--- src/rtl/alu_share_arbiter_if.sv ---
// Purpose: request, response and ALU-side signal bundle for alu_share_arbiter.
// Latency: none, wires only.
// Backpressure: carries valid/ready on both request channels and the response channel.
interface alu_share_arbiter_if #(
    parameter int WIDTH = 8
);
    logic                 req0_valid;
    logic                 req0_ready;
    logic [WIDTH-1:0]     req0_a;
    logic [WIDTH-1:0]     req0_b;
    logic [1:0]           req0_op;

    logic                 req1_valid;
    logic                 req1_ready;
    logic [WIDTH-1:0]     req1_a;
    logic [WIDTH-1:0]     req1_b;
    logic [1:0]           req1_op;

    logic                 resp_valid;
    logic                 resp_ready;
    logic                 resp_id;
    logic [2*WIDTH-1:0]   resp_data;
    logic                 resp_err;

    logic                 busy;

    logic [WIDTH-1:0]     alu_a;
    logic [WIDTH-1:0]     alu_b;
    logic [1:0]           alu_sel;
    logic [WIDTH:0]       alu_sum;
    logic [WIDTH-1:0]     alu_sub;
    logic [2*WIDTH-1:0]   alu_mul;
    logic [WIDTH-1:0]     alu_div;

    // Arbiter side.
    modport slave (
        input  req0_valid, req0_a, req0_b, req0_op,
        input  req1_valid, req1_a, req1_b, req1_op,
        input  resp_ready,
        input  alu_sum, alu_sub, alu_mul, alu_div,
        output req0_ready, req1_ready,
        output resp_valid, resp_id, resp_data, resp_err,
        output busy,
        output alu_a, alu_b, alu_sel
    );

    // Clients, consumer and ALU side.
    modport master (
        output req0_valid, req0_a, req0_b, req0_op,
        output req1_valid, req1_a, req1_b, req1_op,
        output resp_ready,
        output alu_sum, alu_sub, alu_mul, alu_div,
        input  req0_ready, req1_ready,
        input  resp_valid, resp_id, resp_data, resp_err,
        input  busy,
        input  alu_a, alu_b, alu_sel
    );
endinterface

--- src/rtl/alu_share_arbiter.sv ---
// Purpose: round-robin share of one combinational ALU between two requesters.
// Latency: accept at T, resp_valid at T+2, next accept at T+3 (1 op / 3 cycles).
// Backpressure: resp_ready low parks the block in RESP; no request is accepted meanwhile.
module alu_share_arbiter #(
    parameter int WIDTH = 8
) (
    input  logic                clk,
    input  logic                rst,
    alu_share_arbiter_if.slave  bus
);

    typedef enum logic [1:0] {
        IDLE = 2'd0,
        EXEC = 2'd1,
        RESP = 2'd2
    } state_t;

    localparam logic [1:0] OP_ADD = 2'b00;
    localparam logic [1:0] OP_SUB = 2'b01;
    localparam logic [1:0] OP_MUL = 2'b10;
    localparam logic [1:0] OP_DIV = 2'b11;

    state_t               state;
    logic                 rr_ptr;
    logic                 lat_id;
    logic                 busy_q;
    logic [WIDTH-1:0]     alu_a_q;
    logic [WIDTH-1:0]     alu_b_q;
    logic [1:0]           alu_sel_q;
    logic                 resp_valid_q;
    logic                 resp_id_q;
    logic [2*WIDTH-1:0]   resp_data_q;
    logic                 resp_err_q;

    logic                 grant_vld;
    logic                 grant_id;
    logic                 accept;
    logic [WIDTH-1:0]     sel_a;
    logic [WIDTH-1:0]     sel_b;
    logic [1:0]           sel_op;
    logic                 div_zero;
    logic [2*WIDTH-1:0]   result;

    // rr_ptr owner first, otherwise fall back to the other requester.
    always_comb begin
        grant_vld = 1'b0;
        grant_id  = rr_ptr;
        if (rr_ptr ? bus.req1_valid : bus.req0_valid) begin
            grant_vld = 1'b1;
            grant_id  = rr_ptr;
        end else if (rr_ptr ? bus.req0_valid : bus.req1_valid) begin
            grant_vld = 1'b1;
            grant_id  = ~rr_ptr;
        end
    end

    // Gating with rst keeps both readies low in a reset cycle.
    assign accept         = !rst && (state == IDLE) && grant_vld;
    assign bus.req0_ready = accept && !grant_id;
    assign bus.req1_ready = accept &&  grant_id;

    assign sel_a  = grant_id ? bus.req1_a  : bus.req0_a;
    assign sel_b  = grant_id ? bus.req1_b  : bus.req0_b;
    assign sel_op = grant_id ? bus.req1_op : bus.req0_op;

    assign div_zero = (alu_sel_q == OP_DIV) && (alu_b_q == '0);

    always_comb begin
        result = '0;
        unique case (alu_sel_q)
            OP_ADD: result = {{(WIDTH-1){1'b0}}, bus.alu_sum};
            OP_SUB: result = {{WIDTH{1'b0}}, bus.alu_sub};
            OP_MUL: result = bus.alu_mul;
            OP_DIV: result = div_zero ? '0 : {{WIDTH{1'b0}}, bus.alu_div};
        endcase
    end

    always_ff @(posedge clk) begin
        if (rst) begin
            state        <= IDLE;
            rr_ptr       <= 1'b0;
            lat_id       <= 1'b0;
            busy_q       <= 1'b0;
            alu_a_q      <= '0;
            alu_b_q      <= '0;
            alu_sel_q    <= '0;
            resp_valid_q <= 1'b0;
            resp_id_q    <= 1'b0;
            resp_data_q  <= '0;
            resp_err_q   <= 1'b0;
        end else begin
            unique case (state)
                IDLE: begin
                    if (accept) begin
                        // The ALU operand registers double as the request latch.
                        alu_a_q   <= sel_a;
                        alu_b_q   <= sel_b;
                        alu_sel_q <= sel_op;
                        lat_id    <= grant_id;
                        busy_q    <= 1'b1;
                        state     <= EXEC;
                    end
                end
                EXEC: begin
                    resp_data_q  <= result;
                    resp_err_q   <= div_zero;
                    resp_id_q    <= lat_id;
                    resp_valid_q <= 1'b1;
                    state        <= RESP;
                end
                RESP: begin
                    if (bus.resp_ready) begin
                        resp_valid_q <= 1'b0;
                        rr_ptr       <= ~lat_id;
                        busy_q       <= 1'b0;
                        alu_a_q      <= '0;
                        alu_b_q      <= '0;
                        alu_sel_q    <= '0;
                        state        <= IDLE;
                    end
                end
                default: begin
                    state <= IDLE;
                end
            endcase
        end
    end

    assign bus.busy       = busy_q;
    assign bus.alu_a      = alu_a_q;
    assign bus.alu_b      = alu_b_q;
    assign bus.alu_sel    = alu_sel_q;
    assign bus.resp_valid = resp_valid_q;
    assign bus.resp_id    = resp_id_q;
    assign bus.resp_data  = resp_data_q;
    assign bus.resp_err   = resp_err_q;

endmodule

--- src/flat_wrapper.sv ---
// flat-port wrapper written by rule: the top's interface ports become plain ports
module alu_share_arbiter_flat 
#(
    parameter int WIDTH = 8
)
  (clk, rst, bus_req0_valid, bus_req0_a, bus_req0_b, bus_req0_op, bus_req1_valid, bus_req1_a, bus_req1_b, bus_req1_op, bus_resp_ready, bus_alu_sum, bus_alu_sub, bus_alu_mul, bus_alu_div, bus_req0_ready, bus_req1_ready, bus_resp_valid, bus_resp_id, bus_resp_data, bus_resp_err, bus_busy, bus_alu_a, bus_alu_b, bus_alu_sel);
  alu_share_arbiter_if #(.WIDTH(WIDTH)) bus_i ();
  input  logic clk;
  input  logic rst;
  input wire logic [$bits(bus_i.req0_valid)-1:0] bus_req0_valid;
  input wire logic [$bits(bus_i.req0_a)-1:0] bus_req0_a;
  input wire logic [$bits(bus_i.req0_b)-1:0] bus_req0_b;
  input wire logic [$bits(bus_i.req0_op)-1:0] bus_req0_op;
  input wire logic [$bits(bus_i.req1_valid)-1:0] bus_req1_valid;
  input wire logic [$bits(bus_i.req1_a)-1:0] bus_req1_a;
  input wire logic [$bits(bus_i.req1_b)-1:0] bus_req1_b;
  input wire logic [$bits(bus_i.req1_op)-1:0] bus_req1_op;
  input wire logic [$bits(bus_i.resp_ready)-1:0] bus_resp_ready;
  input wire logic [$bits(bus_i.alu_sum)-1:0] bus_alu_sum;
  input wire logic [$bits(bus_i.alu_sub)-1:0] bus_alu_sub;
  input wire logic [$bits(bus_i.alu_mul)-1:0] bus_alu_mul;
  input wire logic [$bits(bus_i.alu_div)-1:0] bus_alu_div;
  output wire logic [$bits(bus_i.req0_ready)-1:0] bus_req0_ready;
  output wire logic [$bits(bus_i.req1_ready)-1:0] bus_req1_ready;
  output wire logic [$bits(bus_i.resp_valid)-1:0] bus_resp_valid;
  output wire logic [$bits(bus_i.resp_id)-1:0] bus_resp_id;
  output wire logic [$bits(bus_i.resp_data)-1:0] bus_resp_data;
  output wire logic [$bits(bus_i.resp_err)-1:0] bus_resp_err;
  output wire logic [$bits(bus_i.busy)-1:0] bus_busy;
  output wire logic [$bits(bus_i.alu_a)-1:0] bus_alu_a;
  output wire logic [$bits(bus_i.alu_b)-1:0] bus_alu_b;
  output wire logic [$bits(bus_i.alu_sel)-1:0] bus_alu_sel;
  assign bus_i.req0_valid = bus_req0_valid;
  assign bus_i.req0_a = bus_req0_a;
  assign bus_i.req0_b = bus_req0_b;
  assign bus_i.req0_op = bus_req0_op;
  assign bus_i.req1_valid = bus_req1_valid;
  assign bus_i.req1_a = bus_req1_a;
  assign bus_i.req1_b = bus_req1_b;
  assign bus_i.req1_op = bus_req1_op;
  assign bus_i.resp_ready = bus_resp_ready;
  assign bus_i.alu_sum = bus_alu_sum;
  assign bus_i.alu_sub = bus_alu_sub;
  assign bus_i.alu_mul = bus_alu_mul;
  assign bus_i.alu_div = bus_alu_div;
  assign bus_req0_ready = bus_i.req0_ready;
  assign bus_req1_ready = bus_i.req1_ready;
  assign bus_resp_valid = bus_i.resp_valid;
  assign bus_resp_id = bus_i.resp_id;
  assign bus_resp_data = bus_i.resp_data;
  assign bus_resp_err = bus_i.resp_err;
  assign bus_busy = bus_i.busy;
  assign bus_alu_a = bus_i.alu_a;
  assign bus_alu_b = bus_i.alu_b;
  assign bus_alu_sel = bus_i.alu_sel;
  alu_share_arbiter #(.WIDTH(WIDTH)) u_core (.clk(clk), .rst(rst), .bus(bus_i));
endmodule
--- config.mk ---
export PLATFORM = sky130hd
export DESIGN_NAME = alu_share_arbiter_flat
export DESIGN_NICKNAME = d
export VERILOG_FILES = /design/src/rtl/alu_share_arbiter_if.sv /design/src/rtl/alu_share_arbiter.sv /design/src/flat_wrapper.sv
export SDC_FILE = /design/constraint.sdc
export NUM_CORES = 1
export LEC_CHECK = 0
export ABC_AREA = 1
export ABC_CLOCK_PERIOD_IN_PS = 1190
export BUFFER_PORTS_ARGS = -buffer_cell sky130_fd_sc_hd__buf_2
export CAP_MARGIN = 20
export CORE_MARGIN = 2
export CORE_UTILIZATION = 40
export DETAILED_ROUTE_END_ITERATION = 10
export GPL_TIMING_DRIVEN = 0
export PLACE_DENSITY = 0.76
export SLEW_MARGIN = 20
export SYNTH_ARGS = -nofsm -noshare
export SYNTH_HDL_FRONTEND = slang
export SYNTH_SLANG_ARGS = --single-unit
--- constraint.sdc ---
create_clock -name clk -period 1.19 [get_ports clk]
set_input_delay 0.238 -clock clk [delete_from_list [all_inputs] [get_ports clk]]
set_output_delay 0.238 -clock clk [all_outputs]
set_load 0.05 [all_outputs]
Word level (Yosys, flattened, before mapping)
Index checks and enable logic that the tools add are counted.
Word-level totals
  bits of input ports: 82
  bits in registers: 42
  output and inout bits: 40
Operators by class
  bitwise gates (word level): 2
  eq/ne operators: 7
  reduce and logical (&&, ||, !) cells: 17
  muxes and demuxes: 25
Operators with widths (number)
  $pmux W16 S4: 1
  $mux W8: 6
  $pmux W8 S2: 2
  $logic_not A8 Y1: 1
  $mux W1: 8
  $mux W2: 4
  $reduce_and A2 Y1: 4
  $eq A2 B2 Y1 const B: 3
  $pmux W2 S3: 1
  $logic_and A1 B1 Y1: 5
  $eq A2 B1 Y1 const B: 2
  $logic_not A2 Y1: 2
  $pmux W1 S2: 2
  $pmux W2 S2: 1
  $reduce_bool A2 Y1: 2
  $reduce_and A3 Y1: 1
  $logic_not A1 Y1: 2
  $ne A2 B1 Y1 const B: 1
  $ne A2 B2 Y1 const B: 1
  $not A1 Y1: 2

Depth between registers and ports, before layout
  depth in word-level cells: 6
  mapped depth: 9
  mapped depth without buffers: 8

Worst setup path after synthesis
OpenSTA, ideal clock, no wires.
  kind: reg2reg
  start point: reg u_core.alu_sel_q[1] (netlist: u_core.bus.alu_sel[1])
  end point: reg u_core.resp_data_q[4] (netlist: u_core.bus.resp_data[4])
  required time: 1.058 ns
  cell stages (with the launch flop): 8
  data arrival time: 1.452 ns
  slack: -0.394 ns
  period minus slack after synthesis: 1.584 ns
  buffers on the path: 0
  cell sequence: dfxtp_1 > nand2_1 > inv_2 > nand3_1 > o21bai_1 > nand2_1 > nand2_1 > a21oi_1
Between the ends
  cells in the longest elaborated chain, start to end: 4
  elaborated cells on any way between the ends: 7
  those cells by class: eq/ne (3); mux (2); reduce/logical (2)
Ends and longest elaborated chain
  start: declaration: line alu_share_arbiter.sv:29  | logic [1:0] alu_sel_q;
  start signal: assignment: line alu_share_arbiter.sv:98  | alu_sel_q <= sel_op;
  $eq A2 B2 Y1: line alu_share_arbiter.sv:66, alu_share_arbiter.sv:70
  $logic_and A1 B1 Y1: line alu_share_arbiter.sv:66  | assign div_zero = (alu_sel_q == OP_DIV) && (alu_b_q == '0);
  $mux W8: line alu_share_arbiter.sv:74  | OP_DIV: result = div_zero ? '0 : {{WIDTH{1'b0}}, bus.alu_div};
  $pmux W16 S4 (*): line alu_share_arbiter.sv:70  | unique case (alu_sel_q)
  end signal: assignment: line alu_share_arbiter.sv:105  | resp_data_q <= result;
  end: declaration: line alu_share_arbiter.sv:32  | logic [2*WIDTH-1:0] resp_data_q;
Mark *: on every way between the ends. The rest lies on a longest branch, timed or not.
A chain may end at the register's enable or synchronous reset.

Worst setup path after layout
  start point: reg u_core.rr_ptr
  end point: out bus_req1_ready
Between the ends
  cells in the longest elaborated chain, start to end: 5
  elaborated cells on any way between the ends: 9
  those cells by class: mux (6); bitwise (1); reduce/logical (2)
Ends and longest elaborated chain
  start: declaration: line alu_share_arbiter.sv:24  | logic rr_ptr;
  start signal: assignment: line alu_share_arbiter.sv:114  | rr_ptr <= ~lat_id;
  $mux W1 (2 in a row): line alu_share_arbiter.sv:51  | end else if (rr_ptr ? bus.req0_valid : bus.req1_valid) begin
  $mux W1: line alu_share_arbiter.sv:48  | if (rr_ptr ? bus.req1_valid : bus.req0_valid) begin
  $logic_and A1 B1 Y1: line alu_share_arbiter.sv:58  | assign accept = !rst && (state == IDLE) && grant_vld;
  $logic_and A1 B1 Y1 (*): line alu_share_arbiter.sv:60  | assign bus.req1_ready = accept && grant_id;
  end: declaration: line flat_wrapper.sv:24  | output wire logic [$bits(bus_i.req1_ready)-1:0] bus_req1_ready;
Marks and branches as above.

==> metrics.txt <==
H-tree Lvls 2; Clock transition at path regs 0.09 ns; die footprint 6090 um^2; CTS tree built; final worst hold slack 0.153 ns; fin worst setup slack -0.426 ns; register area share after synthesis 38.4%; status finished, violations left; Cell variety after synth 28; FF+latch count, synth 42; Final min period 1.62 ns; Ports about 120; Sequential Area 867 um^2; flop2flop setup slack -0.29 ns; Die Wd 78.0 um; nets 558; CTS Root Cell clkbuf_8; critical path arrival 1.38 ns; placed cell areas around 3000 um^2; Final Cycle Share 136%; achievable clock frequency approximately 620 MHz; share of the synthesized area in the top cell type 38.4%; fillers ~420; layout cells sized above 1 53.5%; placed insts around 500; Worst Path Class, Setup register to primary output; failing checks negative setup slack; Avg WL per Cell about 14 um; WHS Path Cells 2; first-pass GRT wire length between 10000 and 15000 um; multi-input logic area 1350 um^2; Hold Vio Cnt, Final 0; Worst R2R Start u_core.state[1]$_SDFFE_PP0P_; CORE AREA between 5000 and 6000 um^2; die height 78.0 um; crit end category primary output; leakage power 1.95 nW; DRT iter0 DRCs 96; CTS max path bufs 2; largest net degree at the start of global routing 14; Cells after Synth 311; post-DR vias/cell 4.92; I/O Buffers 120; Initial Util about 42%; antenna fix cells 0; critical path fanouts, max 3; Mapped Avg Cell Area 7.05 um^2; worst r2r dst u_core.bus.alu_b[6]$_SDFFE_PP0P_; measured slew at the worst slew-check pin around 0.52 ns; PD cells 1050 nW/um^2; total power slightly below 4 mW; vias between 2000 and 3000; fin area between 3000 and 4000 um^2; combinational power share between 30% and 40%; # Max-Cap Violations 0; GRT Total Usage between 20 and 25%; Worst setup SP type register; TritonCTS buffer count 5; Clock Sinks between 40 and 50; RSZ-0062 raised after global routing true; router iterations before antenna repair 4; Reg power frac 40.4%; crit path from u_core.rr_ptr$_SDFFE_PP0P_; Hold WC Path Type input port to register; Ys Warns 0; Clk network pwr share 23.4%; DP Wirelength 4680 um; Switching Share 36.6%; leading area contributor after synthesis dfxtp_1; Clock Latency Late Sink ~0.3 ns; Int Power 2.49 mW; final WL 7420 um; Fin Setup TNS -5.86 ns; clock skew 0.00768 ns; Routed Antenna Nets 0; Remaining DRCs 0; syn nets 393; num rows 26; Overflow after GRT 0; final weighted congestion in routability-driven placement 0.750; CP Capture Point bus_req1_ready; Worst IR Drop VDD between 700 and 800 uV; fin cells between 500 and 600; Netlist Area Pre-Place approximately 2200 um^2; relative slew slack 65.6%; number of antenna violations at the first check in global routing 0; Finish-stage setup viols 31; critical path data required time 0.95 ns; Synth-to-Final Area Change 70.4%; Slew Viols, Final 0; synth top area cells dfxtp_1, nand2_1, a21oi_1, nor2_1, nand3_1; vias in the first global route 2390; switching pwr about 1.4 mW; Worst R2R Path Depth 11
-- timing repair --
item,in CTS,in global routing
cloned,0,5
endpoints found under the setup margin,39,49
setup buffers,20,16
hold buffers,0,0
resized for setup,38,74
pin swaps,7,21
-- worst min-delay path by stage --
stage / end / startpoint
floorplan: u_core.bus.resp_data[10]$_SDFFE_PP0P_ / bus_alu_mul[10]
global placement: u_core.bus.resp_valid$_SDFFE_PP0P_ / u_core.bus.resp_valid$_SDFFE_PP0P_
detailed placement: u_core.bus.resp_valid$_SDFFE_PP0P_ / u_core.bus.resp_valid$_SDFFE_PP0P_
CTS: u_core.bus.resp_data[2]$_SDFFE_PP0P_ / rst
global route: u_core.bus.resp_data[3]$_SDFFE_PP0P_ / rst
finish: u_core.bus.resp_data[3]$_SDFFE_PP0P_ / rst
-- worst max-delay path, cell delays in order, from the launching register on --
cell and delay, ns:
dfxtp_4 0.39, nand2_4 0.06, a21oi_4 0.19, inv_4 0.08, nor2_8 0.14, buf_12 0.11
buf_12 0.12
-- synthesized netlist by cell type (all sizes together) --
cell type,n
nand3b,1
nor3,1
nand2,90
nand3,31
inv,33
a211oi,1
nor2,42
o21bai,8
a22oi,7
clkbuf,2
o211a,1
a21oi,34
dfxtp,42
o21ai,6
a31oi,1
buf,11
-- state kept, by name, summed over array words and instances, names as in the netlist, 2 cells and up --
register and flops:
u_core.bus.alu_sel 2, u_core.bus.resp_data 16, u_core.bus.alu_a 8, u_core.bus.alu_b 8, u_core.state 2
-- layer usage --
metal  vias up  track usage [%]  routed length [um]
met2       123             38.1                3640
met3        10             4.94                 577
met1      1225             26.9                3120
met4         0             4.74                  73
li1       1331                -                   -
met5         -                0                   0
-- power by group through the flow --
stage / sequential (mW) / combinational [mW] / clock (mW)
5_1_grt: 1.60 / 1.52 / 0.998
3_3_place_gp: 1.60 / 1.05 / 0
6_report: 1.59 / 1.43 / 0.921
2_1_floorplan: 1.89 / 0.449 / 0
3_5_place_dp: 1.60 / 1.07 / 0
4_1_cts: 1.57 / 1.18 / 0.936
-- cells by family after synthesis --
family          synth area share [%]
compound gates                  15.9
buf+inv                         11.0
flops                           38.4
simple gates                    34.8
-- metrics by stage --
stage / worst slack, ns / utilization (%)
global route: -0.455 / 71.8
global placement: -0.397 / 56.3
detailed placement: -0.400 / 56.3
finish: -0.426 / 71.8
CTS: -0.405 / 63.0
floorplan: -0.0564 / -
-- layout make-up --
| cell class | instances | share of cell area [%] |
|---|---|---|
| clock buffers | 6 | 1.94 |
| plain buffers | 13 | 4.05 |
| well taps | 70 | 2.35 |
| multi-input cells | 225 | 36.2 |
| repair inverters | 1 | 0.168 |
| clock inverters | 2 | 0.369 |
| flip-flops and latches | 42 | 23.2 |
| inverters | 33 | 3.85 |
| repair buffers | 155 | 27.8 |
-- cells in the final DEF (no fill, tap or decap), drive strengths merged --
cell type,count
nand3,31
clkbuf,20
a211oi,1
o211a,1
a21oi,34
nor3,1
buf,154
dfxtp,42
inv,34
nand3b,1
a22oi,7
o21ai,6
a31oi,1
o21bai,8
nor2,43
nand2,91
clkinv,2
Note: power is estimated with default switching activity, not from simulation.
